<file path="src/rtl/dt_pass_sequencer.sv">
`default_nettype none
// ============================================================================
// Module      : dt_pass_sequencer
// Description : Sequences the two-pass chamfer distance transform in place
//               over the result RAM. Optional macro DT_BACKWARD_EN adds the
//               reverse backward pass; without it only the forward pass runs.
// Revision    : 1.0 - initial release
// ============================================================================
module dt_pass_sequencer #(
    parameter int IMG_W = 128,
    parameter int IMG_H = 128,
    parameter int AW    = 14,
    parameter int DW    = 8
) (
    input  logic          clk,
    input  logic          reset,
    input  logic          start,
    output logic          busy,
    output logic          done,
    output logic          res_rd,
    output logic          res_wr,
    output logic [AW-1:0] res_addr,
    output logic [DW-1:0] res_do,
    input  logic [DW-1:0] res_di
);

    localparam int c_CW = $clog2(IMG_W);
    localparam int c_RW = AW - c_CW;
    localparam logic [c_CW-1:0] c_COL_LO = c_CW'(1);
    localparam logic [c_CW-1:0] c_COL_HI = c_CW'(IMG_W - 2);
    localparam logic [c_RW-1:0] c_ROW_LO = c_RW'(1);
    localparam logic [c_RW-1:0] c_ROW_HI = c_RW'(IMG_H - 2);

    typedef enum logic [2:0] {
        S_IDLE = 3'd0,
        S_RDC  = 3'd1,
        S_CHK  = 3'd2,
        S_RDN  = 3'd3,
        S_LAST = 3'd4,
        S_WR   = 3'd5,
        S_FIN  = 3'd6
    } state_t;

    state_t          r_state, w_state_nxt;
    logic [c_RW-1:0] r_row, w_row_nxt, w_adv_row, w_nrow;
    logic [c_CW-1:0] r_col, w_col_nxt, w_adv_col, w_ncol;
    logic [1:0]      r_k, w_k_nxt;
    logic [DW-1:0]   r_min, w_min_nxt;
    logic [DW-1:0]   r_res, w_res_nxt;
    logic            r_done, w_done_nxt;
    logic            w_adv, w_last_px, w_bwd;
    logic [DW-1:0]   w_min4, w_sat, w_res;
    logic [DW:0]     w_inc;

`ifdef DT_BACKWARD_EN
    logic            r_bwd, w_bwd_nxt;
    logic [DW-1:0]   r_centre, w_centre_nxt;
    assign w_bwd = r_bwd;
`else
    assign w_bwd = 1'b0;
`endif

    // Running minimum over the four neighbours; +1 carried in DW+1 bits so it can saturate.
    assign w_min4 = (res_di < r_min) ? res_di : r_min;
    assign w_inc  = {1'b0, w_min4} + (DW+1)'(1);
    assign w_sat  = w_inc[DW] ? {DW{1'b1}} : w_inc[DW-1:0];
`ifdef DT_BACKWARD_EN
    assign w_res  = (w_bwd && (r_centre < w_sat)) ? r_centre : w_sat;
`else
    assign w_res  = w_sat;
`endif

    assign done = r_done;

    always_comb begin
        w_nrow = r_row;
        w_ncol = r_col;
        if (!w_bwd) begin
            case (r_k)
                2'd0: begin w_nrow = r_row - c_RW'(1); w_ncol = r_col - c_CW'(1); end
                2'd1: begin w_nrow = r_row - c_RW'(1); w_ncol = r_col;            end
                2'd2: begin w_nrow = r_row - c_RW'(1); w_ncol = r_col + c_CW'(1); end
                default: begin w_nrow = r_row;         w_ncol = r_col - c_CW'(1); end
            endcase
        end
`ifdef DT_BACKWARD_EN
        else begin
            case (r_k)
                2'd0: begin w_nrow = r_row;            w_ncol = r_col + c_CW'(1); end
                2'd1: begin w_nrow = r_row + c_RW'(1); w_ncol = r_col - c_CW'(1); end
                2'd2: begin w_nrow = r_row + c_RW'(1); w_ncol = r_col;            end
                default: begin w_nrow = r_row + c_RW'(1); w_ncol = r_col + c_CW'(1); end
            endcase
        end
`endif
    end

    always_comb begin
        w_adv_row = r_row;
        w_adv_col = r_col;
        w_last_px = 1'b0;
        if (!w_bwd) begin
            w_last_px = (r_row == c_ROW_HI) && (r_col == c_COL_HI);
            if (r_col == c_COL_HI) begin
                w_adv_col = c_COL_LO;
                w_adv_row = r_row + c_RW'(1);
            end else begin
                w_adv_col = r_col + c_CW'(1);
            end
        end
`ifdef DT_BACKWARD_EN
        else begin
            w_last_px = (r_row == c_ROW_LO) && (r_col == c_COL_LO);
            if (r_col == c_COL_LO) begin
                w_adv_col = c_COL_HI;
                w_adv_row = r_row - c_RW'(1);
            end else begin
                w_adv_col = r_col - c_CW'(1);
            end
        end
`endif
    end

    always_comb begin
        w_state_nxt = r_state;
        w_row_nxt   = r_row;
        w_col_nxt   = r_col;
        w_k_nxt     = r_k;
        w_min_nxt   = r_min;
        w_res_nxt   = r_res;
        w_done_nxt  = r_done;
        w_adv       = 1'b0;
`ifdef DT_BACKWARD_EN
        w_bwd_nxt    = r_bwd;
        w_centre_nxt = r_centre;
`endif
        busy     = 1'b0;
        res_rd   = 1'b0;
        res_wr   = 1'b0;
        res_addr = '0;
        res_do   = '0;
        case (r_state)
            S_IDLE: begin
                if (start) begin
                    w_state_nxt = S_RDC;
                    w_row_nxt   = c_ROW_LO;
                    w_col_nxt   = c_COL_LO;
                    w_done_nxt  = 1'b0;
`ifdef DT_BACKWARD_EN
                    w_bwd_nxt   = 1'b0;
`endif
                end
            end
            S_RDC: begin
                busy        = 1'b1;
                res_rd      = 1'b1;
                res_addr    = {r_row, r_col};
                w_state_nxt = S_CHK;
            end
            S_CHK: begin
                busy = 1'b1;
`ifdef DT_BACKWARD_EN
                w_centre_nxt = res_di;
`endif
                if (res_di == '0) begin
                    w_adv = 1'b1;
                end else begin
                    w_k_nxt     = 2'd0;
                    w_state_nxt = S_RDN;
                end
            end
            S_RDN: begin
                busy     = 1'b1;
                res_rd   = 1'b1;
                res_addr = {w_nrow, w_ncol};
                // Data for neighbour k-1 arrives while neighbour k is being addressed.
                if (r_k == 2'd1) begin
                    w_min_nxt = res_di;
                end else if (r_k != 2'd0) begin
                    w_min_nxt = w_min4;
                end
                w_k_nxt = r_k + 2'd1;
                if (r_k == 2'd3) begin
                    w_state_nxt = S_LAST;
                end
            end
            S_LAST: begin
                busy        = 1'b1;
                w_res_nxt   = w_res;
                w_state_nxt = S_WR;
            end
            S_WR: begin
                busy     = 1'b1;
                res_wr   = 1'b1;
                res_addr = {r_row, r_col};
                res_do   = r_res;
                w_adv    = 1'b1;
            end
            S_FIN: begin
                w_state_nxt = S_IDLE;
            end
            default: begin
                w_state_nxt = S_IDLE;
            end
        endcase

        if (w_adv) begin
            if (!w_last_px) begin
                w_row_nxt   = w_adv_row;
                w_col_nxt   = w_adv_col;
                w_state_nxt = S_RDC;
            end
`ifdef DT_BACKWARD_EN
            else if (!w_bwd) begin
                w_bwd_nxt   = 1'b1;
                w_row_nxt   = c_ROW_HI;
                w_col_nxt   = c_COL_HI;
                w_state_nxt = S_RDC;
            end
`endif
            else begin
                w_state_nxt = S_FIN;
                w_done_nxt  = 1'b1;
            end
        end
    end

    always_ff @(posedge clk) begin
        if (reset) begin
            r_state <= S_IDLE;
            r_row   <= '0;
            r_col   <= '0;
            r_k     <= '0;
            r_min   <= '0;
            r_res   <= '0;
            r_done  <= 1'b0;
`ifdef DT_BACKWARD_EN
            r_bwd    <= 1'b0;
            r_centre <= '0;
`endif
        end else begin
            r_state <= w_state_nxt;
            r_row   <= w_row_nxt;
            r_col   <= w_col_nxt;
            r_k     <= w_k_nxt;
            r_min   <= w_min_nxt;
            r_res   <= w_res_nxt;
            r_done  <= w_done_nxt;
`ifdef DT_BACKWARD_EN
            r_bwd    <= w_bwd_nxt;
            r_centre <= w_centre_nxt;
`endif
        end
    end

endmodule
`default_nettype wire

</file>
<file path="config.mk">
export PLATFORM = sky130hd
export DESIGN_NAME = dt_pass_sequencer
export DESIGN_NICKNAME = d
export VERILOG_FILES = /design/src/rtl/dt_pass_sequencer.sv
export SDC_FILE = /design/constraint.sdc
export NUM_CORES = 1
export LEC_CHECK = 0
export CAP_MARGIN = 40
export CORE_UTILIZATION = 40
export CTS_BUF_LIST = sky130_fd_sc_hd__clkbuf_16
export DETAILED_ROUTE_END_ITERATION = 8
export PLACE_DENSITY = 0.67
export SYNTH_ARGS = -nofsm -noshare
export SYNTH_HDL_FRONTEND = slang
export SYNTH_SLANG_ARGS = --single-unit
</file>
<file path="constraint.sdc">
create_clock -name clk -period 3.1 [get_ports clk]
set_input_delay 0.31 -clock clk [delete_from_list [all_inputs] [get_ports clk]]
set_output_delay 0.31 -clock clk [all_outputs]
set_load 0.01 [all_outputs]
</file>
==> impl_metrics.toml <==
[synth]
synth_cells = 410
syn-num-nets = 438
yosys-top-cells-count = "nand2_1 (53), dfxtp_1 (36), o21ai_0 (36), a21oi_1 (28), clkbuf_1 (22)"
ys_ff_latch = 36
netlist_area_mm2 = 0.00298
synth.top_cell.area_share_pct = 24.2
avgSynthCellArea_um2 = 7.26
yosys_warnings = 0
synth.most_common_cell = "nand2_1"
yosys_most_used_dff = "dfxtp_1"
synthArstFlopShare_pct = 0
synth_seq_area_share_pct = 24.2
yosys.area.top_type = "dfxtp_1"
synth_edf_count = 0
ys_types = 54
synth_area_leaders = "dfxtp_1 (24%), ha_1 (7.1%), nand2_1 (6.7%)"

[min_path]
hp-class = "register to register"

[power_and_ir_drop]
powerDensity_mw_per_mm2 = 379
irDropWorstVdd_mv = 0.186
p_leak_nw = 1.33

[placement]
placed_area_mm2 = 0.00342
finalWeightedCongestion = 0.913
portBuffers = 36
detailed_place_hpwl_um = 5920
place_inst = 526

[routing]
routedWlPerCell_um = 15.4
dr.pass1.iters = 5
drt_iter0_drc = 175
ant_nets = 0
vias = 3090
drcViolationCount = 0
wl_um = 8200
viasPerCell = 5.79

[grt]
grt_max_degree = 27
first_global_vias = 2713
grt_usage_pct = 21.6
met1_usage_pct = 28.5
busiest_layer = "met2"
antenna_found_initial = 0
groute.layer.met2.usage_pct = 36.6
grt_pass1_wl_um = 13200
gr-usage-met3_pct = 2.89
grt.overflow.total = 0

[cts]
cts_root_buf = "clkbuf_16"
post_cts_resized = 0
cts.clk_slew.worst_paths_ns = 0.06
post_cts_buffers = 0
holdBufCountCts = 0
clock_path_buffers = 2
cts_tree = "yes"
cts_sinks = 36
clk_latency_ns = 0.28
htreeDepth = 2
cts_buffers = 5

[worst_setup_path]
crit_type = "register to output pin"
slowest_stage = "clkdlybuf4s50_1"
max_stage_delay_ns = 0.61
crit_chain = "inv_1, ha_1, nand3_1, o311ai_0, clkdlybuf4s50_1"
cp.required_ns = 2.79
start_kind = "register"
cp_max_fo = 17
arrival_ns = 2.62
rrSetupSlack_ns = 0.64
end_kind = "output pin"

[timing]
finalCriticalPeriod_ns = 2.93
tns_ns = 0
max_slew_margin_pct = 55.5
setup_viol_count_final = 0
finalCritPeriodShare_pct = 94.6
fin_worst_skew_ns = 0.00560
rsz0062_at_grt = "false"
drv_slew = 0
fmax_mhz = 341
hold_viol = 0
worstMarginPinSlew_ns = 0.663

[die]
die_w_um = 88.3
die_h_um = 88.3
dieArea_mm2 = 0.00779
initial_core_util_pct = 41.3
io_pins = 37
core_mm2 = 0.00721
rows = 31

[layout]
n_antenna_cell = 0
design_area_mm2 = 0.00359
drive_above_1_share_pct = 7.36
area_delta_synth_final_pct = 20.5
layout.cells.non_filler = 534
nNetsFinal = 462

[job]
maxCapViolations = 0

[outcome]
status = "completed"
==> routing by layer <==
metal / part of all wire, % / vias up
met1: 47 / 1435
met5: 0 / -
met4: 1.6 / 0
met2: 46 / 90
met3: 5.2 / 15
li1: - / 1550
==> layout by cell type (no fill, tap or decap), types with 4 or more instances in the layout <==
master,Yosys,final
ha_1,17,17
and3_1,14,14
nor3_1,13,13
nand2b_1,7,7
o21ai_0,36,36
nor4_1,4,4
xnor2_1,8,8
nand2_1,53,53
clkbuf_16,0,5
o2111ai_1,7,7
nor3b_1,4,4
mux2i_1,8,8
o211ai_1,5,5
nand3_1,14,14
clkdlybuf4s50_1,0,36
o31ai_1,10,10
or3_1,5,5
a21oi_1,28,28
inv_1,20,20
nor2_1,21,21
a211oi_1,4,4
o21a_1,4,4
dfxtp_1,36,35
a31oi_1,11,11
buf_4,0,14
==> critical path, delay by kind of cell (launching register included) <==
kind            cells  cell delay, ns
compound gates      1            0.42
fa+ha+maj           1            0.60
buf+inv             2            0.70
flops               1            0.38
simple gates        1            0.24
==> cell type report <==
class	count	area, um^2
fill	706	3630
multi-input combinational	321	2030
sequential	36	722
timing repair buffer	50	465
clock buffer	5	125
tap	99	124
inverter	20	75.1
clock inverter	3	42.5
==> stage by stage <==
stage	total power, mW	hold WS (ns)	worst slack, ns	utilization [%]
global placement	0.780	0.457	0.491	47.4
floorplan	0.672	0.437	1.10	-
detailed placement	0.784	0.453	0.416	47.4
global route	1.42	0.477	0.0189	49.7
finish	1.36	0.455	0.167	49.7
CTS	1.37	0.461	0.164	49.7
==> flip-flops by register name (all words and copies together), names as in the netlist <==
| name | cells |
|---|---|
| done | 1 |
| r_col | 7 |
| r_k | 2 |
| r_min | 8 |
| r_res | 8 |
| r_row | 7 |
| r_state | 3 |
==> cell families after synthesis <==
group	Yosys count	synth area share, %
simple gates	156	27.1
xor+xnor	11	3.24
compound gates	127	27.4
fa+ha+maj	17	7.14
flops	36	24.2
mux	10	3.45
buf+inv	53	7.52
==> where the power goes <==
group          leakage (nW)  switching [mW]  internal, mW
registers             0.291          0.0156         0.472
logic                 0.960           0.165         0.124
clock network        0.0798           0.206         0.378
==> final timing paths <==
kind / cells past startpoint / endpoint / start
max: 5 / res_addr[4] / r_k[0]
min: 2 / r_res[7] / r_res[7]
max reg2reg: 5 / r_row[0] / r_col[2]
min reg2reg: 2 / r_res[7] / r_res[7]
Power figures use the tool's default switching activity.
